`src/rtl/uart_rx_core.sv`:
```
// uart_rx_core: UART receive framer fed by an external 9x sample-pulse generator.
// Synchronises rx, finds the start edge, majority-votes each bit and shifts data in
// LSB first. Define UART_RX_PARITY_EN to insert a parity bit between data and stop.
module uart_rx_core #(
    parameter int unsigned DATA_WIDTH = 8,
    parameter bit          PARITY_ODD = 1'b0
) (
    input  logic                  clk,
    input  logic                  rst,
    input  logic                  rx,
    input  logic                  sample_clk,
    output logic                  rx_start,
    output logic                  rx_done,
    output logic                  busy,
    output logic [DATA_WIDTH-1:0] rx_data,
    output logic                  rx_valid,
    output logic                  frame_err,
    output logic                  parity_err
);

    localparam int unsigned     IdxW    = $clog2(DATA_WIDTH);
    localparam logic [IdxW-1:0] LastIdx = IdxW'(DATA_WIDTH - 1);

    // StDone is the rx_done cycle; StRearm keeps the cycle after it blind to start edges.
    typedef enum logic [2:0] {
        StIdle, StStart, StData, StParity, StStop, StDone, StRearm
    } state_e;

    state_e                state_q, state_d;
    logic                  rx_meta_q, rx_s_q, rx_prev_q;
    logic [3:0]            smp_cnt_q, smp_cnt_d;
    logic                  s3_q, s3_d, s4_q, s4_d;
    logic                  bit_v_q, bit_v_d;
    logic [IdxW-1:0]       bit_idx_q, bit_idx_d;
    logic [DATA_WIDTH-1:0] shift_q, shift_d;
    logic [DATA_WIDTH-1:0] rx_data_q, rx_data_d;
    logic                  busy_q, busy_d;
    logic                  rx_start_q, rx_start_d;
    logic                  rx_done_q, rx_done_d;
    logic                  rx_valid_q, rx_valid_d;
    logic                  frame_err_q, frame_err_d;
    logic                  parity_err_q, parity_err_d;

    logic fall, in_frame, vote, bit_end, stop_close, par_ok;

    assign fall       = rx_prev_q & ~rx_s_q;
    assign in_frame   = (state_q == StStart) || (state_q == StData) ||
                        (state_q == StParity) || (state_q == StStop);
    // 2-of-3 vote; the third sample is the live one taken at smp_cnt 5.
    assign vote       = (s3_q & s4_q) | (s3_q & rx_s_q) | (s4_q & rx_s_q);
    assign bit_end    = in_frame && sample_clk && (smp_cnt_q == 4'd8);
    assign stop_close = (state_q == StStop) && sample_clk && (smp_cnt_q == 4'd5);

`ifdef UART_RX_PARITY_EN
    logic par_q, par_d;
    assign par_ok     = ((^shift_q) ^ par_q) == PARITY_ODD;
    assign parity_err = parity_err_q;
`else
    logic unused_par_cfg;
    assign unused_par_cfg = PARITY_ODD ^ parity_err_q;
    assign par_ok         = 1'b1;
    assign parity_err     = 1'b0;
`endif

    assign rx_start  = rx_start_q;
    assign rx_done   = rx_done_q;
    assign busy      = busy_q;
    assign rx_data   = rx_data_q;
    assign rx_valid  = rx_valid_q;
    assign frame_err = frame_err_q;

    // State, datapath and synchroniser registers; sync FFs preset to idle-high.
    always_ff @(posedge clk) begin
        if (rst) begin
            rx_meta_q    <= 1'b1;
            rx_s_q       <= 1'b1;
            rx_prev_q    <= 1'b1;
            state_q      <= StIdle;
            smp_cnt_q    <= '0;
            s3_q         <= 1'b0;
            s4_q         <= 1'b0;
            bit_v_q      <= 1'b0;
            bit_idx_q    <= '0;
            shift_q      <= '0;
            rx_data_q    <= '0;
            busy_q       <= 1'b0;
            rx_start_q   <= 1'b0;
            rx_done_q    <= 1'b0;
            rx_valid_q   <= 1'b0;
            frame_err_q  <= 1'b0;
            parity_err_q <= 1'b0;
`ifdef UART_RX_PARITY_EN
            par_q        <= 1'b0;
`endif
        end else begin
            rx_meta_q    <= rx;
            rx_s_q       <= rx_meta_q;
            rx_prev_q    <= rx_s_q;
            state_q      <= state_d;
            smp_cnt_q    <= smp_cnt_d;
            s3_q         <= s3_d;
            s4_q         <= s4_d;
            bit_v_q      <= bit_v_d;
            bit_idx_q    <= bit_idx_d;
            shift_q      <= shift_d;
            rx_data_q    <= rx_data_d;
            busy_q       <= busy_d;
            rx_start_q   <= rx_start_d;
            rx_done_q    <= rx_done_d;
            rx_valid_q   <= rx_valid_d;
            frame_err_q  <= frame_err_d;
            parity_err_q <= parity_err_d;
`ifdef UART_RX_PARITY_EN
            par_q        <= par_d;
`endif
        end
    end

    // Next-state: sample counting/voting plus frame sequencing.
    always_comb begin
        state_d      = state_q;
        smp_cnt_d    = smp_cnt_q;
        s3_d         = s3_q;
        s4_d         = s4_q;
        bit_v_d      = bit_v_q;
        bit_idx_d    = bit_idx_q;
        shift_d      = shift_q;
        rx_data_d    = rx_data_q;
        busy_d       = busy_q;
        rx_start_d   = 1'b0;
        rx_done_d    = 1'b0;
        rx_valid_d   = 1'b0;
        frame_err_d  = 1'b0;
        parity_err_d = 1'b0;
`ifdef UART_RX_PARITY_EN
        par_d        = par_q;
`endif

        if (in_frame && sample_clk) begin
            smp_cnt_d = (smp_cnt_q == 4'd8) ? 4'd0 : smp_cnt_q + 4'd1;
            if (smp_cnt_q == 4'd3) s3_d = rx_s_q;
            if (smp_cnt_q == 4'd4) s4_d = rx_s_q;
            if (smp_cnt_q == 4'd5) bit_v_d = vote;
        end

        case (state_q)
            StIdle: begin
                if (fall) begin
                    rx_start_d = 1'b1;
                    busy_d     = 1'b1;
                    smp_cnt_d  = '0;
                    state_d    = StStart;
                end
            end
            StStart: begin
                if (bit_end) begin
                    if (bit_v_q) begin
                        rx_done_d = 1'b1;
                        state_d   = StDone;
                    end else begin
                        bit_idx_d = '0;
                        state_d   = StData;
                    end
                end
            end
            StData: begin
                if (bit_end) begin
                    shift_d = {bit_v_q, shift_q[DATA_WIDTH-1:1]};
                    if (bit_idx_q == LastIdx) begin
`ifdef UART_RX_PARITY_EN
                        state_d = StParity;
`else
                        state_d = StStop;
`endif
                    end else begin
                        bit_idx_d = bit_idx_q + IdxW'(1);
                    end
                end
            end
`ifdef UART_RX_PARITY_EN
            StParity: begin
                if (bit_end) begin
                    par_d   = bit_v_q;
                    state_d = StStop;
                end
            end
`endif
            StStop: begin
                // Close mid-stop-bit so the next start edge is never missed.
                if (stop_close) begin
                    rx_done_d = 1'b1;
                    state_d   = StDone;
                    if (!vote) begin
                        frame_err_d = 1'b1;
                    end else if (!par_ok) begin
                        parity_err_d = 1'b1;
                    end else begin
                        rx_valid_d = 1'b1;
                        rx_data_d  = shift_q;
                    end
                end
            end
            StDone: begin
                busy_d  = 1'b0;
                state_d = StRearm;
            end
            StRearm: begin
                state_d = StIdle;
            end
            default: begin
                state_d = StIdle;
            end
        endcase
    end

endmodule

```
`config.mk`:
```
export PLATFORM = sky130hd
export DESIGN_NAME = uart_rx_core
export DESIGN_NICKNAME = d
export VERILOG_FILES = /design/src/rtl/uart_rx_core.sv
export SDC_FILE = /design/constraint.sdc
export NUM_CORES = 1
export LEC_CHECK = 0
export ABC_CLOCK_PERIOD_IN_PS = 1930
export CORE_MARGIN = 8
export CORE_UTILIZATION = 57
export CTS_BUF_LIST = sky130_fd_sc_hd__clkbuf_8
export DETAILED_ROUTE_END_ITERATION = 6
export PLACE_DENSITY = 0.83
export REMOVE_ABC_BUFFERS = 1
export SYNTH_ARGS = -nofsm -noshare
export SYNTH_HDL_FRONTEND = slang
export SYNTH_SLANG_ARGS = --single-unit
export TNS_END_PERCENT = 5
```
`constraint.sdc`:
```
create_clock -name clk -period 1.93 [get_ports clk]
set_input_delay 0.386 -clock clk [delete_from_list [all_inputs] [get_ports clk]]
set_output_delay 0.386 -clock clk [all_outputs]
set_load 0.02 [all_outputs]
```
After elaboration in Yosys (flattened, before gate mapping)
Cells that the tools add are included.
{ "classes": {"n_addsub": 2, "n_eq_ne": 17, "mux": 25, "n_bitwise": 10, "n_reduce_logical": 20} }
{ "ops": {"columns": ["operator", "count"], "rows": [
  ["$mux W3", 10],
  ["$mux W4", 4],
  ["$pmux W3 S5", 1],
  ["$ne A2 B2 Y1 const B", 6],
  ["$reduce_and A2 Y1", 5],
  ["$reduce_and A5 Y1", 2],
  ["$eq A3 B3 Y1 const B", 3],
  ["$eq A4 B3 Y1 const B", 2],
  ["$mux W1", 7],
  ["$eq A3 B2 Y1 const B", 2],
  ["$pmux W3 S2", 1],
  ["$add A4 B1 Y4 const B", 1],
  ["$and A1 B1 Y1", 4],
  ["$eq A4 B2 Y1 const B", 1],
  ["$eq A4 B4 Y1 const B", 1],
  ["$logic_and A1 B1 Y1", 4],
  ["$not A1 Y1", 4],
  ["$pmux W1 S2", 2],
  ["$reduce_bool A2 Y1", 2],
  ["$add A3 B1 Y3 const B", 1],
  ["$eq A3 B1 Y1 const B", 1],
  ["$logic_not A3 Y1", 1],
  ["$logic_or A1 B1 Y1", 3],
  ["$reduce_and A3 Y1", 1],
  ["4 further kinds", 5]
]} }
{ "word_totals": {"register_bits": 37, "input_bits": 4, "out_inout_bits": 14, "elab_cells": 90} }

Longest topological paths before layout
Gate-level depths: netlist of the first run.
{ "logic_depth": {"depth_word": 8, "depth_mapped": 7, "mapped_depth_nobuf": 6} }

Least setup slack after synthesis of the first run
Ideal clock, no wire load.
{ "synth_timing": {"kind": "reg-to-reg", "start": "register smp_cnt_q[0]", "end": "register bit_idx_q[0]", "setup_ps": 121, "t_arrival_ps": 1494, "path_slack_ps": 315, "stages_incl_launch_ff": 8, "path_buffers": 1, "period_less_slack_ps": 1615, "cell_sequence": "dfxtp_1 inv_1 ha_1 and4b_1 nand3_1 buf_2 nor3_1 mux2_2"} }
{ "synth_between": {"elab_chain_len": 4, "elab_cells_between_ends": 5, "classes_between": "eq/ne: 3; reduce/logical: 2"} }
{ "synth_lines": {"columns": ["item", "line", "rtl"], "rows": [
  ["from (decl)", "31", "logic [3:0] smp_cnt_q, smp_cnt_d;"],
  ["from (signal assigned)", "100", "smp_cnt_q <= smp_cnt_d;"],
  ["$eq A4 B4 Y1 *", "51", "assign bit_end = in_frame && sample_clk && (smp_cnt_q == 4'd8);"],
  ["$logic_and A1 B1 Y1 *", "51", null],
  ["$ne A2 B2 Y1 (no source line)", null, null],
  ["$reduce_and A5 Y1 (no source line) *", null, null],
  ["to (signal assigned)", "104", "bit_idx_q <= bit_idx_d;"],
  ["to (decl)", "34", "logic [IdxW-1:0] bit_idx_q, bit_idx_d;"]
]} }
Mark *: on every way between the ends. The rest lies on a longest branch, timed or not.
A chain may end at the register's enable or synchronous reset.

Final worst setup path of the first run
{ "layout_timing": {"start": "register smp_cnt_q[0]", "end": "register state_q[0]"} }
{ "layout_between": {"elab_chain_len": 4, "elab_cells_between_ends": 8, "classes_between": "eq/ne: 5; reduce/logical: 3"} }
{ "layout_lines": {"columns": ["item", "line", "rtl"], "rows": [
  ["$eq A4 B3 Y1 or $eq A4 B4 Y1 (tied branches)", "52, 51", null],
  ["$logic_and A1 B1 Y1, on equally long branches", "52, 51", null],
  ["$ne A2 B2 Y1 (no source line)", null, null],
  ["$reduce_and A5 Y1 (no source line) *", null, null],
  ["to (signal assigned)", "78", "state_q <= StIdle;"],
  ["to (signal assigned)", "99", "state_q <= state_d;"],
  ["to (decl)", "29", "state_e state_q, state_d;"]
]} }
Marked as above.

==> results of run 1 <==
report_power, final:
| part | total (mW) | switching, mW | internal (mW) | leakage [nW] |
|---|---|---|---|---|
| Clock | 0.540 | 0.258 | 0.282 | 0.0433 |
| Combinational | 0.0692 | 0.0368 | 0.0324 | 0.516 |
| Sequential | 0.778 | 0.00705 | 0.771 | 0.299 |
| Total | 1.39 | 0.302 | 1.09 | 0.858 |
how the worst max path moves through the flow:
stage / from / slack, ps / depth (start not counted) / end
detailed placement: sample_clk / -20 / 5 / bit_idx_q[0]$_SDFFE_PP0P_
global placement: sample_clk / 50 / 6 / shift_q[6]$_SDFFE_PP0P_
global route: smp_cnt_q[0]$_SDFF_PP0_ / 40 / 6 / state_q[0]$_SDFFE_PP0P_
finish: smp_cnt_q[0]$_SDFF_PP0_ / 190 / 6 / state_q[0]$_SDFFE_PP0P_
floorplan: smp_cnt_q[0]$_SDFF_PP0_ / 180 / 6 / bit_idx_q[0]$_SDFFE_PP0P_
CTS: smp_cnt_q[0]$_SDFF_PP0_ / 200 / 6 / state_q[0]$_SDFFE_PP0P_
cell type report:
type | instances | area (sq um) | area share (%)
timing repair buffer | 26 | 248 | 13.0
sequential | 37 | 741 | 38.7
inverter | 3 | 11.3 | 0.589
tap | 31 | 38.8 | 2.03
clock inverter | 1 | 7.51 | 0.393
multi-input combinational | 107 | 783 | 41.0
clock buffer | 6 | 82.6 | 4.32
layer usage:
layer / global-route usage, % / routed length (microns) / vias to the layer above
li1: - / - / 594
met1: 17.9 / 1430 / 585
met2: 26.0 / 1570 / 21
met3: 4.20 / 124 / 6
met4: 6.02 / 48 / 0
met5: 0 / 0 / -
sequential cells by signal, summed over array words and instances, names as in the netlist:
register   count
shift_q        8
rx_prev_q      1
frame_err      1
s3_q           1
rx_meta_q      1
rx_valid       1
s4_q           1
bit_v_q        1
state_q        3
rx_s_q         1
busy           1
smp_cnt_q      4
rx_start       1
rx_data        8
bit_idx_q      3
rx_done        1
cells by family after synthesis:
logic type,count (synthesis),share of synthesized area [%]
AND/OR/NAND/NOR,54,18.4
buffers and inverters,15,4.24
multiplexers,21,13.3
other,1,0.236
AO/OA/AOI/OAI,22,11.1
adder cells (fa/ha/maj),6,4.56
XOR/XNOR,3,1.65
flip-flops,37,46.5
cells in the final DEF, fill, tap and decap left out, types with 2 or more instances in the layout:
cell             synthesis  final
dfxtp_1                 37     37
nor2_1                  27     27
mux2i_1                 20     20
clkdlybuf4s50_1          0     16
buf_4                    2      9
clkbuf_8                 0      6
ha_1                     5      5
o211ai_1                 4      4
inv_1                    3      3
nand2_1                  3      3
nor3_1                   3      3
a21oi_1                  3      3
or2_2                    3      3
and4b_1                  2      2
nand3_1                  2      2
o21ba_2                  2      2
a22o_1                   2      2
xor2_1                   2      2
nor3b_1                  2      2
nor2b_1                  2      2
o2111ai_1                2      2
o21bai_1                 2      2
metrics by stage:
stage / setup slack, ps / utilization [%] / total power [mW] / hold slack (ps) / instances
3_5_place_dp: -17.3 / 67.2 / 0.864 / 410 / 204
2_1_floorplan: 184 / - / 0.825 / 389 / 147
3_3_place_gp: 49.9 / 67.2 / 0.861 / 397 / 204
4_1_cts: 200 / 70.5 / 1.40 / 427 / 211
6_report: 187 / 70.5 / 1.39 / 421 / 211
5_1_grt: 43.4 / 70.5 / 1.43 / 440 / 211
worst register-to-register path, delay by kind of cell (launching register included):
kind / cells / cell delay, ps
flops: 1 / 370
fa+ha+maj: 1 / 260
compound gates: 1 / 270
buf+inv: 1 / 80
simple gates: 3 / 660
==> run summary, run 1 <==
status - complete, no violations
Synth area leader - dfxtp_1
Placed Area - 1820 sq um
hold wc startpoint - rx_meta_q$_SDFF_PP1_
routed vias - 1206
Power Dens Cells - 726 nW/um^2
crit path kind - reg -> reg
P&R area growth vs syn - 20.1%
total of max-cap violations - 0
CP required - 2120 ps
initial antenna violation count - 0
Tot GR Track Use - 15.3%
kind of cell adding the most delay to the critical path - simple AND/OR/NAND/NOR gates
Crit-path slowest cell - or3b_2
Top FF cell, synth - dfxtp_1
die height - 68.8 microns
post-synthesis register bit count - 37
cts bufs inserted - 5
row count - 19
Synth area leaders - dfxtp_1 (47%), mux2i_1 (13%), nor2_1 (6.4%)
Final #Nets - 189
die width - 68.8 microns
worst-path cell chain - inv_1 -> ha_1 -> nand4b_1 -> nor2_1 -> or3b_2 -> a311oi_1
# fillers - 206
maximum vdd ir drop - 0.741 mV
crit path DAT - 1930 ps
drt first pass iters - 4
CTS tree - done
Core Footprint - 2710 sq um
synthesized cell area - 1590 sq um
Startpoint Class - flop
DRC - 0
number of H-tree levels - 2
share of synthesized flip-flops with an asynchronous set or reset - 0%
layout cells sized above 1 - 15.6%
Setup violations, final - 0
Die ar. - 4740 sq um
GPL Wtd Cong - 0.872
diode count - 0
most frequent cell after synthesis - dfxtp_1
Fin Clk Skew - 4.12 ps
routed vias/inst - 5.72
Max Freq - 574 MHz
Final Hold Vio Count - 0
post_cts resized - 0
Clk Latency, worst-skew pair - 280 ps
Mapped Cells - 159
Avg Inst Size Synth - 10.0 sq um
vias in the first global route - 1221
Reg clk slew, reported paths - 70 ps
reg2reg start - smp_cnt_q[0]$_SDFF_PP0_
WP buf/inv - 1
post-synthesis sequential area ratio - 46.5%
FF-to-FF End - state_q[0]$_SDFFE_PP0P_
setup bufs post-CTS - 0
Worst R2R Setup Slack - 190 ps
cts-stage hold buffer count - 0
RSZ-0062 raised after global routing - no
fin crit share - 90.3%
grt total ovfl - 0
most common library cells after synthesis - dfxtp_1 (37), nor2_1 (27), mux2i_1 (20)
Critical Path End Type - flop
Post-DP HPWL - 2.34 mm
R2R cell count - 6
Hold EP - rx_s_q$_SDFF_PP1_
effective utilization at floorplan - 58.7%
total routed wirelength - 3.17 mm
largest net degree at the start of global routing - 34
Final TNS setup - 0 ps
post-synth top area share - 46.5%
final antenna-violating net count - 0
minimum clock period - 1740 ps
hold depth - 1
CTS Sinks - 37
global-route wire length before repair - 5.49 mm
min-delay worst type - reg -> reg
Critical Path Max Stage Delay - 450 ps
final max-slew violation count - 0
Port Buf Inserts - 16
Post-synth EDFFs - 0
Yosys warning count - 0
Ports - 18
LEAKAGE - 0.858 nW
Final Instance Area - 1910 sq um
Routed WL per cell - 15.0 microns
clk buf depth - 2
root buf cell - clkbuf_8
Netlist cell types - 43
Worst Path Max Fanout - 5
initial drt markers - 125
Note: power is estimated with default switching activity, not from simulation.
==> run 2, diff against run 1 <==
--- a/config.mk
+++ b/config.mk
@@ -7,11 +7,12 @@
 export LEC_CHECK = 0
 export ABC_CLOCK_PERIOD_IN_PS = 1930
 export CORE_MARGIN = 8
-export CORE_UTILIZATION = 57
+export CORE_UTILIZATION = 50
 export CTS_BUF_LIST = sky130_fd_sc_hd__clkbuf_8
 export DETAILED_ROUTE_END_ITERATION = 6
-export PLACE_DENSITY = 0.83
+export PLACE_DENSITY = 0.74
 export REMOVE_ABC_BUFFERS = 1
+export SLEW_MARGIN = 20
 export SYNTH_ARGS = -nofsm -noshare
 export SYNTH_HDL_FRONTEND = slang
 export SYNTH_SLANG_ARGS = --single-unit
==> run summary, run 2 (synthesis gave the netlist of run 1 again) <==
status - complete, no violations
total of max-cap violations - 0
GPL Wtd Cong - 0.811
placed cell count - 217
fin crit share - 90.9%
DRC - 0
crit path DAT - 1950 ps
initial drt markers - 53
most frequent cells in the layout - dfxtp_1 (37), nor2_1 (27), mux2i_1 (20), clkdlybuf4s50_1 (16), buf_4 (10)
minimum clock period - 1750 ps
final max-slew violation count - 0
Startpoint Class - flop
Clk Latency, worst-skew pair - 290 ps
Port Buf Inserts - 16
final antenna-violating net count - 0
total routed wirelength - 3.05 mm
Setup violations, final - 0
min-delay worst type - reg -> reg
grt total ovfl - 0
clk buf depth - 2
Worst Path Max Fanout - 5
row count - 20
Critical Path Max Stage Delay - 440 ps
vias in the first global route - 1171
CTS Sinks - 37
routed vias - 1179
RSZ-0062 raised after global routing - no
Fin Clk Skew - 6.77 ps
kind of cell adding the most delay to the critical path - simple AND/OR/NAND/NOR gates
Critical Path End Type - flop
WP buf/inv - 1
die width - 72.4 microns
routed vias/inst - 5.24
layout cells sized above 1 - 16.0%
Reg clk slew, reported paths - 70 ps
Max Freq - 570 MHz
number of H-tree levels - 2
CP required - 2120 ps
Final #Nets - 189
largest net degree at the start of global routing - 14
Post-DP HPWL - 2.23 mm
worst-path cell chain - inv_1 -> ha_1 -> nand4b_1 -> nor2_1 -> or3b_2 -> a311oi_1
Crit-path slowest cell - or3b_2
Core Footprint - 3050 sq um
Final Hold Vio Count - 0
die height - 72.4 microns
Final TNS setup - 0 ps
drt first pass iters - 4
initial antenna violation count - 0
CTS tree - done
Routed WL per cell - 13.5 microns
cts-stage hold buffer count - 0
global-route wire length before repair - 5.30 mm
diode count - 0
LEAKAGE - 0.867 nW
Tot GR Track Use - 13.0%
cts bufs inserted - 5
effective utilization at floorplan - 52.1%
Die ar. - 5240 sq um
maximum vdd ir drop - 0.603 mV
Ports - 18
setup bufs post-CTS - 0
crit path kind - reg -> reg
P&R area growth vs syn - 22.2%
Layout Cells excl Fill - 225
post_cts resized - 0
most common cell after layout, fill and taps aside - dfxtp_1
root buf cell - clkbuf_8
Power Dens Cells - 789 nW/um^2
[run 2: layer usage]
layer | part of all wire (%) | vias to the layer above | GRT usage (%) | wire length (microns)
li1 | - | 600 | - | -
met1 | 45 | 547 | 14.4 | 1380
met2 | 47 | 26 | 20.5 | 1430
met3 | 5.2 | 6 | 4.27 | 159
met4 | 2.3 | 0 | 9.11 | 71
met5 | 0 | - | 0 | 0
[run 2: final timing paths]
| path | start | to | slack (ps) | cells past startpoint |
|---|---|---|---|---|
| setup / recovery | smp_cnt_q[0]$_SDFF_PP0_ | state_q[0]$_SDFFE_PP0P_ | 180 | 6 |
| hold reg to reg | rx_meta_q$_SDFF_PP1_ | rx_s_q$_SDFF_PP1_ | 430 | 1 |
| hold / removal | rx_meta_q$_SDFF_PP1_ | rx_s_q$_SDFF_PP1_ | 430 | 1 |
| setup reg to reg | smp_cnt_q[0]$_SDFF_PP0_ | state_q[0]$_SDFFE_PP0P_ | 180 | 6 |
[run 2: layout make-up]
class                      instances  area [sq um]
fill                             279          1110
inverter                           3          11.3
clock inverter                     2          37.5
tap                               44          55.1
timing repair buffer              26           235
multi-input combinational        107           783
clock buffer                       6          82.6
sequential                        37           741
[run 2: per-stage QoR]
stage / setup WS (ps) / area (sq um) / hold WS, ps / utilization [%] / total power, mW
global route: 101 / 1950 / 444 / 63.7 / 1.58
global placement: 63.8 / 1830 / 397 / 59.8 / 0.861
detailed placement: 31.1 / 1830 / 408 / 59.8 / 0.863
floorplan: 184 / 1540 / 389 / - / 0.825
finish: 176 / 1950 / 428 / 63.7 / 1.54
CTS: 183 / 1950 / 437 / 63.7 / 1.55
[run 2: report_power, final]
group	leakage [nW]	internal (mW)	switching (mW)	total (mW)
clock network	0.0574	0.420	0.270	0.690
logic	0.511	0.0313	0.0359	0.0672
registers	0.299	0.771	0.00797	0.779
total	0.867	1.22	0.313	1.54
==> run 3, diff against run 2 <==
--- a/config.mk
+++ b/config.mk
@@ -8,7 +8,7 @@
 export ABC_CLOCK_PERIOD_IN_PS = 1930
 export CORE_MARGIN = 8
 export CORE_UTILIZATION = 50
-export CTS_BUF_LIST = sky130_fd_sc_hd__clkbuf_8
+export CTS_BUF_LIST = sky130_fd_sc_hd__clkbuf_8 sky130_fd_sc_hd__clkbuf_16
 export DETAILED_ROUTE_END_ITERATION = 6
 export PLACE_DENSITY = 0.74
 export REMOVE_ABC_BUFFERS = 1
==> results of run 3 <==
Final layout, timing and power as in run 2 (identical DEF).
